`config.mk`:
```
export PLATFORM = sky130hd
export DESIGN_NAME = switch_control_vc_buffer
export DESIGN_NICKNAME = d
export VERILOG_FILES = /design/src/rtl/switch_control_vc_buffer_pkg.sv /design/src/rtl/switch_control_vc_buffer_vc_route_slot.sv /design/src/rtl/switch_control_vc_buffer.sv
export SDC_FILE = /design/constraint.sdc
export NUM_CORES = 1
export LEC_CHECK = 0
export CAP_MARGIN = 15
export CORE_MARGIN = 1.5
export CORE_UTILIZATION = 45
export CTS_BUF_LIST = sky130_fd_sc_hd__clkbuf_4 sky130_fd_sc_hd__clkbuf_8
export DETAILED_ROUTE_END_ITERATION = 10
export DONT_BUFFER_PORTS = 1
export GPL_ROUTABILITY_DRIVEN = 0
export PLACE_DENSITY = 0.6
export SETUP_SLACK_MARGIN = 0.3
export SLEW_MARGIN = 0
export SYNTH_ARGS = -nofsm -noshare
export SYNTH_HDL_FRONTEND = slang
export SYNTH_HIERARCHICAL = 1
export SYNTH_SLANG_ARGS = --single-unit
export TNS_END_PERCENT = 30
```
`constraint.sdc`:
```
create_clock -name clk -period 3.2 [get_ports clk]
set_input_delay 0.64 -clock clk [delete_from_list [all_inputs] [get_ports clk]]
set_output_delay 0.64 -clock clk [all_outputs]
set_load 0.05 [all_outputs]
```
`src/rtl/switch_control_vc_buffer_pkg.sv`:
```
// Shared types and helpers for the VC-aware switch-control front end:
// slot state encoding, selector modes and the plane-selector decoder.
package switch_control_vc_buffer_pkg;

  // Widest selector the decoder handles (VC planes up to MAX_VC - 1).
  localparam int MAX_VC = 31;
  localparam int PLANE_W = 5;

  localparam int SEL_MODE_BINARY = 0;
  localparam int SEL_MODE_ONEHOT = 1;

  typedef enum logic [1:0] {
    SLOT_IDLE     = 2'd0,
    SLOT_PENDING  = 2'd1,
    SLOT_RESERVED = 2'd2
  } slotState_e;

  typedef struct packed {
    logic               valid;
    logic [PLANE_W-1:0] plane;
  } selDecode_t;

  // Decodes a zero-extended selector into a plane index plus validity flag.
  function automatic selDecode_t decodeSelector(input logic [MAX_VC:0] sel,
                                                input int vcCount,
                                                input int mode);
    selDecode_t res;
    int ones;
    logic [MAX_VC:0] limit;
    res.valid = 1'b0;
    res.plane = '0;
    ones = 0;
    limit = 32'(vcCount);
    if (mode == SEL_MODE_ONEHOT) begin
      for (int k = 0; k <= MAX_VC; k++) begin
        if ((k < vcCount) && sel[k]) begin
          ones++;
          res.plane = k[PLANE_W-1:0];
        end else begin
          ones = ones;
        end
      end
      // The bit just above the plane field must be clear in one-hot mode.
      res.valid = (ones == 1) && !sel[vcCount];
    end else begin
      res.valid = (sel < limit);
      res.plane = sel[PLANE_W-1:0];
    end
    return res;
  endfunction

endpackage

```
`src/rtl/switch_control_vc_buffer_vc_route_slot.sv`:
```
// One (VC, input) slot: IDLE -> PENDING -> RESERVED -> IDLE lifecycle,
// the held route request and the one-cycle relieve pulse.
module vc_route_slot
  import switch_control_vc_buffer_pkg::*;
#(
  parameter int REQUEST_WIDTH = 2
) (
  input  logic                     clk,
  input  logic                     rst,
  input  logic                     capture,
  input  logic [REQUEST_WIDTH-1:0] requestIn,
  input  logic                     grant,
  input  logic                     relieve,
  output logic                     idle,
  output logic                     validOut,
  output logic [REQUEST_WIDTH-1:0] requestOut,
  output logic                     relievePulse,
  output logic                     relieveErr
);

  slotState_e               state_r, stateNext_s;
  logic [REQUEST_WIDTH-1:0] request_r, requestNext_s;
  logic                     pulse_r, pulseNext_s;
  logic                     valid_r;

  // Slot state, held request, pending flag and relieve pulse registers.
  always_ff @(posedge clk or negedge rst) begin
    if (!rst) begin
      state_r   <= SLOT_IDLE;
      request_r <= '0;
      pulse_r   <= 1'b0;
      valid_r   <= 1'b0;
    end else begin
      state_r   <= stateNext_s;
      request_r <= requestNext_s;
      pulse_r   <= pulseNext_s;
      valid_r   <= (stateNext_s == SLOT_PENDING);
    end
  end

  // Next-state logic; a relieve on a non-reserved slot only flags an error.
  always_comb begin
    stateNext_s   = state_r;
    requestNext_s = request_r;
    pulseNext_s   = 1'b0;
    relieveErr    = 1'b0;
    case (state_r)
      SLOT_IDLE: begin
        if (capture) begin
          stateNext_s   = SLOT_PENDING;
          requestNext_s = requestIn;
        end else begin
          stateNext_s = SLOT_IDLE;
        end
        relieveErr = relieve;
      end
      SLOT_PENDING: begin
        if (grant) begin
          stateNext_s = SLOT_RESERVED;
        end else begin
          stateNext_s = SLOT_PENDING;
        end
        relieveErr = relieve;
      end
      SLOT_RESERVED: begin
        if (relieve) begin
          stateNext_s   = SLOT_IDLE;
          requestNext_s = '0;
          pulseNext_s   = 1'b1;
        end else begin
          stateNext_s = SLOT_RESERVED;
        end
      end
      default: begin
        stateNext_s   = SLOT_IDLE;
        requestNext_s = '0;
      end
    endcase
  end

  assign idle         = (state_r == SLOT_IDLE);
  assign validOut     = valid_r;
  assign requestOut   = request_r;
  assign relievePulse = pulse_r;

endmodule

```
`src/rtl/switch_control_vc_buffer.sv`:
```
// VC-aware buffered front end: steers per-input requests and relieves onto
// the selected VC plane and holds them in per-(VC, input) slots until granted.
module switch_control_vc_buffer
  import switch_control_vc_buffer_pkg::*;
#(
  parameter int VC            = 4,
  parameter int INPUTS        = 4,
  parameter int OUTPUTS       = 4,
  parameter int REQUEST_WIDTH = 2,
  parameter int SELECTOR_MODE = 0
) (
  input  logic                                clk,
  input  logic                                rst,
  input  logic [VC:0]                         VCPlaneSelector,
  input  logic [INPUTS-1:0]                   routeReserveRequestValid,
  input  logic [INPUTS*REQUEST_WIDTH-1:0]     routeReserveRequest,
  input  logic [INPUTS-1:0]                   routeRelieve,
  output logic [INPUTS-1:0]                   routeReserveRequestReady,
  output logic [VC*INPUTS-1:0]                routeReserveRequestValidVC,
  output logic [VC*INPUTS*REQUEST_WIDTH-1:0]  routeReserveRequestVC,
  input  logic [VC*INPUTS-1:0]                routeReserveGrantVC,
  output logic [VC*INPUTS-1:0]                routeRelieveVC,
  output logic                                selectorError,
  output logic                                relieveError
);

  localparam int SLOTS = VC * INPUTS;

  if (REQUEST_WIDTH < $clog2(OUTPUTS)) begin : gBadWidth
    $error("REQUEST_WIDTH too narrow for OUTPUTS");
  end

  logic [MAX_VC:0]    selExt_s;
  selDecode_t         decoded_s;
  logic [VC-1:0]      planeSel_s;
  logic [SLOTS-1:0]   slotIdle_s;
  logic [SLOTS-1:0]   slotRelieveErr_s;
  logic [INPUTS-1:0]  ready_s;
  logic               relieveError_r;

  assign selExt_s      = {{(MAX_VC - VC){1'b0}}, VCPlaneSelector};
  assign decoded_s     = decodeSelector(selExt_s, VC, SELECTOR_MODE);
  assign selectorError = !decoded_s.valid;

  for (genvar v = 0; v < VC; v++) begin : gPlane
    assign planeSel_s[v] = decoded_s.valid && (decoded_s.plane == PLANE_W'(v));
    for (genvar i = 0; i < INPUTS; i++) begin : gInput
      localparam int S = v * INPUTS + i;
      vc_route_slot #(.REQUEST_WIDTH(REQUEST_WIDTH)) uSlot (
        .clk          (clk),
        .rst          (rst),
        .capture      (planeSel_s[v] && routeReserveRequestValid[i] && slotIdle_s[S]),
        .requestIn    (routeReserveRequest[i*REQUEST_WIDTH +: REQUEST_WIDTH]),
        .grant        (routeReserveGrantVC[S]),
        .relieve      (planeSel_s[v] && routeRelieve[i]),
        .idle         (slotIdle_s[S]),
        .validOut     (routeReserveRequestValidVC[S]),
        .requestOut   (routeReserveRequestVC[S*REQUEST_WIDTH +: REQUEST_WIDTH]),
        .relievePulse (routeRelieveVC[S]),
        .relieveErr   (slotRelieveErr_s[S])
      );
    end
  end

  // Ready per input: the selected plane's slot for that input is idle.
  always_comb begin
    ready_s = '0;
    for (int i = 0; i < INPUTS; i++) begin
      for (int v = 0; v < VC; v++) begin
        ready_s[i] = ready_s[i] | (planeSel_s[v] & slotIdle_s[v*INPUTS+i]);
      end
    end
  end

  assign routeReserveRequestReady = ready_s;

  // Sticky relieve-error flag, cleared only by reset.
  always_ff @(posedge clk or negedge rst) begin
    if (!rst) begin
      relieveError_r <= 1'b0;
    end else if (|slotRelieveErr_s) begin
      relieveError_r <= 1'b1;
    end else begin
      relieveError_r <= relieveError_r;
    end
  end

  assign relieveError = relieveError_r;

endmodule
```
==> metrics.cfg <==
[sta]
tns_ns = 0
rsz0062_at_grt = no
fin_crit_ns = 2.56
max-slew-margin-rel_pct = 61.4
skew_ns = 0.0146
hold_slack_ns = 0.193
hold_viol_final = 0
fmax_ghz = 0.391
min_period_over_period_pct = 80.0
setup_viol = 0
finalMaxSlewViolations = 0
tightestPinTransition_ns = 0.577

[synth]
ys_types = 32
seq_area_frac_synth_pct = 48.7
synth_cells = 459
yosys-top-cells-area = dfrtp_1 49%, a221o_1 6.4%, nor3b_1 5.3%, and2_1 5.2%, nand2b_4 4.4%
synth_area_leader_cell = dfrtp_1
yosysWarnings = 6
syn_avg_cell_area_sq_um = 10.8
syn_area_sq_um = 4980
dominantRegCellSynth = dfrtp_1
synth-seq-cells = 97
synth_top_area_share_pct = 48.7
syn_nets = 498
ys_async_sr_fraction_pct = 100
synth_edf_count = 0

[die]
dieArea_sq_um = 11700
core_area_sq_um = 10800
start_util_pct = 46.1
die_w_um = 108
num_rows = 38
dieHeight_um = 108
num_io_pins = 109

[setup_path]
worst-setup-path-type = input pin to output port
critical_path_arrival_ns = 1.92
endpoint_kind = output port
critical_path_required_ns = 2.56
startpoint_type = input pin
cp_max_fo = 9

[detailed_routing]
vias = 3407
wl_met2_um = 5330
drc = 0
wl_met1_um = 5180
antenna_left = 0
drt_iter0_drc = 150
wl_met3_um = 793
wire_per_inst_um = 18.5
drt_pre_antenna_iters = 4
post_drt_via_cell_ratio = 5.52
dr.max_layer_used = met4
routed_wl_um = 11400

[run_status]
status = finished, final reports clean

[global_route]
grt.total_usage_pct = 20.3
grt_max_degree = 98
grt_pass1_vias = 3381
grt_antenna_before_repair = 0
grt_pass1_wl_um = 18000
grt_overflow_total = 0

[finish]
layout_common_cells = 97 x dfrtp_1, 50 x nor2_1, 41 x and2_1, 35 x nor3b_1
synthToLayoutAreaGrowth_pct = 8.12
drive_gt1_share_pct = 16.6
nets = 512
num_antenna_cells = 0
final_common_cell = dfrtp_1

[clocking]
cts-root-buf = clkbuf_8
cts.sinks = 97
cts_made_buffers = 9
cts.clk_slew.worst_paths_ns = 0.10
cts_tree = built
htreeDepth = 3
cts-resized-gates = 0
clock_latency_ns = 0.36
clk_path_buf_depth = 2

[job]
maxCapViolCount = 0

[worst_hold_path]
hold_class = input pin to async pin

[pwr]
p_leak_nw = 2.45
p_total_mw = 3.44
powerDensity_nw_per_um2 = 639
vdd_ir_drop_max_uv = 240

[placement]
hpwl_um = 8570
io_buffers = 0

path summary, 6_finish.rpt:
kind / startpoint / slack, ns / to / depth (start not counted)
min: rst / 0.19 / gPlane[0].gInput[1].uSlot/requestOut[1] / 1
max in group asynchronous: rst / 2.64 / gPlane[2].gInput[3].uSlot/requestOut[1] / 1
min reg2reg: gPlane[3].gInput[2].uSlot/state_r[0] / 0.59 / gPlane[3].gInput[2].uSlot/state_r[1] / 2
max reg2reg: gPlane[0].gInput[3].uSlot/state_r[1] / 1.21 / gPlane[0].gInput[3].uSlot/requestOut[1] / 6
min in group clk: routeReserveGrantVC[15] / 0.43 / gPlane[3].gInput[3].uSlot/state_r[1] / 2
max: VCPlaneSelector[3] / 0.64 / routeReserveRequestReady[0] / 3
final cells by class:
cell class                      instances  area [sq um]
Tap cell                              140           175
Fill cell                             973          5410
Clock buffer                           11           151
Clock inverter                          4          28.8
Inverter                               20          75.1
Timing Repair Buffer                    6          65.1
Multi-Input combinational cell        339          2460
Sequential cell                        97          2430
flip-flops by register name, indices dropped and copies added (netlist names):
name / count
relieveError: 1
gPlane.gInput.uSlot/validOut: 16
gPlane.gInput.uSlot/state_r: 32
gPlane.gInput.uSlot/relievePulse: 16
gPlane.gInput.uSlot/requestOut: 32
repair_timing:
item / CTS / global route
hold buffers: 1 / 0
buffers inserted: 0 / 0
hold endpoints to repair: 97 / 0
setup endpoints to repair: 0 / 0
Yosys cell counts, drive strengths merged, types with 4 or more instances:
cell type and instances:
dfrtp 97, nor2 50, and2 43, nor3b 35, a21oi 32, a221o 32
nand2b 32, and3 28, inv 20, nor2b 19, o21ai 19, nand3b 16
or2b 16, nand2 4
kinds of logic (layout without fill, tap and decap cells):
family	after synthesis	in the layout	share of synthesized area [%]
AO/OA/AOI/OAI	87	87	12.2
buffers and inverters	23	41	1.83
flip-flops	97	97	48.7
AND/OR/NAND/NOR	252	252	37.2
worst max-delay path, stage by stage:
cell and delay, ns:
nor4b_4 0.55, and2b_4 0.28, a2111o_1 0.44
through the flow:
step                instance area [sq um]  util, %  cells  setup slack (ns)
global placement                     5180     48.0    601             0.666
floorplan                            4980        -    459             0.747
global route                         5380     49.9    617             0.554
CTS                                  5380     49.9    617             0.646
finish                               5380     49.9    617             0.640
detailed placement                   5180     48.0    601             0.646
power by group:
| group | switching [mW] | internal [mW] |
|---|---|---|
| sequential | 0.705 | 1.40 |
| combinational | 0.285 | 0.307 |
| clock | 0.422 | 0.321 |
layer usage:
| metal | vias to the layer above | track usage (%) |
|---|---|---|
| li1 | 1648 | - |
| met1 | 1658 | 27.0 |
| met2 | 86 | 31.4 |
| met3 | 15 | 6.51 |
| met4 | 0 | 6.39 |
| met5 | - | 0 |
Note: power is estimated with default switching activity, not from simulation.
==> edit 1: new RTL, config.mk and constraints unchanged <==
`REQUEST_WIDTH` is set to 2 in 2 places; all go to 3.
--- a/src/rtl/switch_control_vc_buffer_vc_route_slot.sv
+++ b/src/rtl/switch_control_vc_buffer_vc_route_slot.sv
@@ -4,5 +4,5 @@
   import switch_control_vc_buffer_pkg::*;
 #(
-  parameter int REQUEST_WIDTH = 2
+  parameter int REQUEST_WIDTH = 3
 ) (
   input  logic                     clk,
--- a/src/rtl/switch_control_vc_buffer.sv
+++ b/src/rtl/switch_control_vc_buffer.sv
@@ -7,5 +7,5 @@
   parameter int INPUTS        = 4,
   parameter int OUTPUTS       = 4,
-  parameter int REQUEST_WIDTH = 2,
+  parameter int REQUEST_WIDTH = 3,
   parameter int SELECTOR_MODE = 0
 ) (
Interface: changed (resized routeReserveRequest and routeReserveRequestVC); port bits go from 109 to 129. No check against the original RTL was run, so the function may have changed too.
==> edit 1 against the original RTL <==
The flow now finishes with violations (hold timing). Count of clock-buffer cells in the layout up 16. Setup slack better by 0.056 ns. Non-clock buffer count decreased by 1. Sequential cell count is 16 higher. Clock power rose by 76%. Area after synthesis grew 13%. Critical path depth rose by 2. Final area grew 16%. Final cell count grew 18%. Total power is 34% higher. Routed wire length is 21% higher. Critical path type is now reg2out. Critical endpoint is now routeReserveRequestReady[1].
==> edit 1: results (changes against the original RTL) <==
outcome=finished with violations; failing checks=hold timing; Hold Vio Cnt, Final=113 (+113); R2R depth=6 (unchanged); Unique masters post-synth=30 (-6.3%); clock latency on the worst-skew pair=0.44 ns (+0.08 ns); worst slack at placement=0.7796 ns (+0.1331 ns); First DRT Iteration DRCs=261 (+74%); nets=587 (+15%); Crit Path Max Fanout=7 (-2); routed vias/inst=5.644 (+2.2%); Synth Warn #=6 (unchanged); post-route clock skew=0.006332 ns (-0.008282 ns); VDD IR max=0.3235 mV (+35%); Post-CTS Setup Repair Bufs=0 (unchanged); Hold Slack=-0.1081 ns (-0.3009 ns); syn_nets=566 (+14%); Wirelength per Cell=19.08 um (+2.9%); Clock transition at path regs=0.06 ns (-0.04 ns); gr usage total=21.83% (+1.6 points); top cells by count, synth=dfrtp_1 (113), nor2b_1 (83), and3_1 (71); largest net degree at the start of global routing=114 (+16%); vias in the first global route=4,181 (+24%); share of cells above drive strength 1=11.31% (-5.3 points); CTS Buf Count=17 (+8); Max-slew headroom=63.31% (+1.9 points); Static Leak=3.127 nW (+27%); Largest register FFs=48; antenna cells=0 (unchanged); most common cell in the synthesized netlist=dfrtp_1; H-tree lvl count=4 (+1); first-pass GRT wire length=21,820 um (+21%); Synth area leaders=dfrtp_1 (50%), nor2b_1 (9.2%), a221o_1 (8.5%); DPL Wire Length=9898 um (+15%); IO Port Bufs=0 (unchanged); sequential-to-total area share from yosys stat=50.13% (+1.4 points)
==> edit 1: cell count changes after synthesis, moves of 32 or more <==
cell | before | now
and3_1 | 23 | 71
nor2_1 | 50 | 18
nor2b_1 | 3 | 83
nor3b_1 | 35 | 3
==> edit 1: cell families (layout without fill, tap and decap cells) <==
kind of cell,count (synthesis),count (layout),share of synthesized area (%)
compound gates,103,103,13.64
buf+inv,23,57,1.619
flops,113,113,50.13
simple gates,284,284,34.61
==> edit 1: what timing repair did <==
item / 4_1_cts / 5_1_grt
setup endpoints to repair: 0 / 0
hold endpoints to repair: 113 / 113
resized for setup: 0 / 0
==> edit 1: worst max-delay path, stage by stage (launching register included) <==
cell	delay, ns
dfrtp_1	0.44
nor2_1	0.22
nor3b_1	0.33
nand2_1	0.09
o211ai_1	0.11
buf_4	0.24
==> edit 1: power breakdown <==
part	internal [mW]	switching, mW
Combinational	0.352	0.361
Sequential	1.66	0.919
Clock	0.755	0.558
==> edit 1: worst paths after layout <==
| path | end | start | slack (ns) |
|---|---|---|---|
| max in group asynchronous | gPlane[2].gInput[3].uSlot/validOut | rst | 3.13 |
| hold reg to reg | gPlane[1].gInput[0].uSlot/state_r[0] | gPlane[1].gInput[0].uSlot/state_r[1] | 0.53 |
| setup reg to reg | gPlane[0].gInput[1].uSlot/requestOut[0] | gPlane[0].gInput[1].uSlot/state_r[1] | 1.22 |
| setup / recovery | routeReserveRequestReady[1] | gPlane[0].gInput[1].uSlot/state_r[1] | 0.70 |
| hold / removal | gPlane[3].gInput[1].uSlot/relievePulse | rst | -0.11 |
| min in group clk | gPlane[1].gInput[3].uSlot/state_r[1] | routeReserveGrantVC[7] | 0.35 |
==> edit 1: metrics by stage <==
step,cell area (sq um),hold slack (ns),util (%),power [mW],instances
final,6262,-0.1081,51.70,4.601,725
after global routing,6262,-0.1436,51.70,4.847,725
after CTS,6262,-0.1364,51.70,4.633,725
after detailed placement,5872,0.3471,48.48,3.304,693
after global placement,5872,0.3470,48.48,3.278,693
after floorplan,5640,0.3444,-,3.094,523
==> edit 1: layer usage <==
metal	global-route usage (%)	share of wire, %	vias to the layer above	wire length [um]
met2	33.49	46	123	6359
met3	8.698	8.1	19	1115
met4	8.230	1.6	0	216
met5	0	0	-	0
met1	27.91	44	2005	6138
li1	-	-	1945	-
==> edit 1: layout make-up <==
cell class | count | area (sq um)
Fill cell | 1123 | 5849
Sequential cell | 113 | 2828
Multi-Input combinational cell | 387 | 2721
Clock buffer | 27 | 340.3
Tap cell | 168 | 210.2
Inverter | 20 | 75.07
Clock inverter | 5 | 50.05
Timing Repair Buffer | 5 | 37.54
==> edit 2: new RTL, same flow settings <==
Without the edit above. The 3 states of `slotState_e` get a one-hot encoding in 3 bits.
--- a/src/rtl/switch_control_vc_buffer_pkg.sv
+++ b/src/rtl/switch_control_vc_buffer_pkg.sv
@@ -10,8 +10,8 @@
   localparam int SEL_MODE_ONEHOT = 1;
 
-  typedef enum logic [1:0] {
-    SLOT_IDLE     = 2'd0,
-    SLOT_PENDING  = 2'd1,
-    SLOT_RESERVED = 2'd2
+  typedef enum logic [2:0] {
+    SLOT_IDLE     = 3'b001,
+    SLOT_PENDING  = 3'b010,
+    SLOT_RESERVED = 3'b100
   } slotState_e;
 
Function: same outputs for any inputs over 4 cycles, from zero or initial values and one cycle with rst low; so few cycles prove little.
==> edit 2 against the original RTL <==
First-iteration DRC count rose by 120%. Setup slack got worse by 0.21 ns. Total power rose by 7.8%. Clock skew fell by 0.0042 ns. Maximum frequency fell by 7.6%. Clock power rose by 82%. Sequential cell count rose by 16. Area after synthesis rose by 44%. Routed wire length rose by 34%. Final area rose by 38%. Register-to-register slack got worse by 0.12 ns. Largest power group unchanged. Highest routed layer unchanged.
==> edit 2: results (changes against the original RTL) <==
R2R Setup Slk=1.09 ns (-0.12 ns); Critical R2R Capture=gPlane[0].gInput[3].uSlot/requestOut[0]; Static Leak=3.263 nW (+33%); non-filler instance count after layout=847 (+37%); VDD IR max=0.2969 mV (+23%); # clk buffers=24 (+13); Multi-Input Combinational=435 (+28%); clock latency on the worst-skew pair=0.43 ns (+0.07 ns); met2 wire len=6935 um (+30%); area occupied by multi-input gates=3667 sq um (+49%); PwrDens=499.2 nW/um^2 (-22%); Signal buf overhead=0.8760% (-0.33 points); M1 WL=7125 um (+38%); worst setup path startpoint=gPlane[1].gInput[0].uSlot/state_r[0]; sequential-to-total area share from yosys stat=39.76% (-9.0 points); post-layout min period=2.769 ns (+0.2094 ns); Worst EP arrival=2.13 ns (+0.21 ns); outcome=finished clean; gr usage total=19.43% (-0.82 points); Synth area leaders=dfrtp_1 (34%), nor4b_4 (11%), dfstp_2 (5.9%); First DRT Iteration DRCs=332 (+120%); syn_nets=690 (+39%); H-tree lvl count=4 (+1); Wirelength per Cell=18.12 um (-2.3%); worst slack at placement=0.6119 ns (-0.03459 ns); clk tree area frac=5.222% (+1.9 points); CTS Buf Count=17 (+8); worst r2r src=gPlane[0].gInput[3].uSlot/state_r[0]; startpoint types=flip-flop; placed insts=816 (+36%); Unique masters post-synth=35 (+9.4%); first-pass GRT wire length=24,870 um (+38%); nets=664 (+30%); synthesized area=7162 sq um (+44%); Crit Path Max Fanout=11 (+2); Max-slew headroom=61.86% (+0.50 points); share of cells above drive strength 1=22.48% (+5.9 points); met1 Use GR=25.71% (-1.3 points); M2 GR Usage=29.85% (-1.5 points); met3 WL post-DR=1035 um (+31%); register bit total from synthesis=113 (+16%); Inverters, non-clock=52 (+160%); slowest stage delay, CP=0.67 ns (+0.12 ns)
-- edit 2: kinds of logic (layout without fill, tap and decap cells) --
kind of cell           count (synthesis)  count (layout)  share of synthesized area, %
flip-flops                           113             113                         39.76
AND/OR/NAND/NOR                      300             300                         36.76
XOR/XNOR                              16              16                         1.957
multiplexers                          32              32                         4.472
buffers and inverters                103              88                         9.102
AO/OA/AOI/OAI                         87              87                         7.949
-- edit 2: report_power, final --
part | switching [mW] | internal, mW | leakage (nW) | total, mW
clock | 0.575 | 0.776 | 0.202 | 1.35
combinational | 0.141 | 0.108 | 1.60 | 0.248
sequential | 0.557 | 1.55 | 1.46 | 2.11
total | 1.27 | 2.43 | 3.26 | 3.71
-- edit 2: repair_timing --
action	4_1_cts	5_1_grt
resized for setup	0	1
endpoints found under the setup margin	0	3
hold endpoints to repair	97	0
hold buffers	1	0
buffers inserted	0	0
-- edit 2: worst register-to-register path: cells and delay by family, from the launching register on --
kind	cells	cell delay (ns)
flops	1	0.66
mux	1	0.22
simple gates	5	1.17
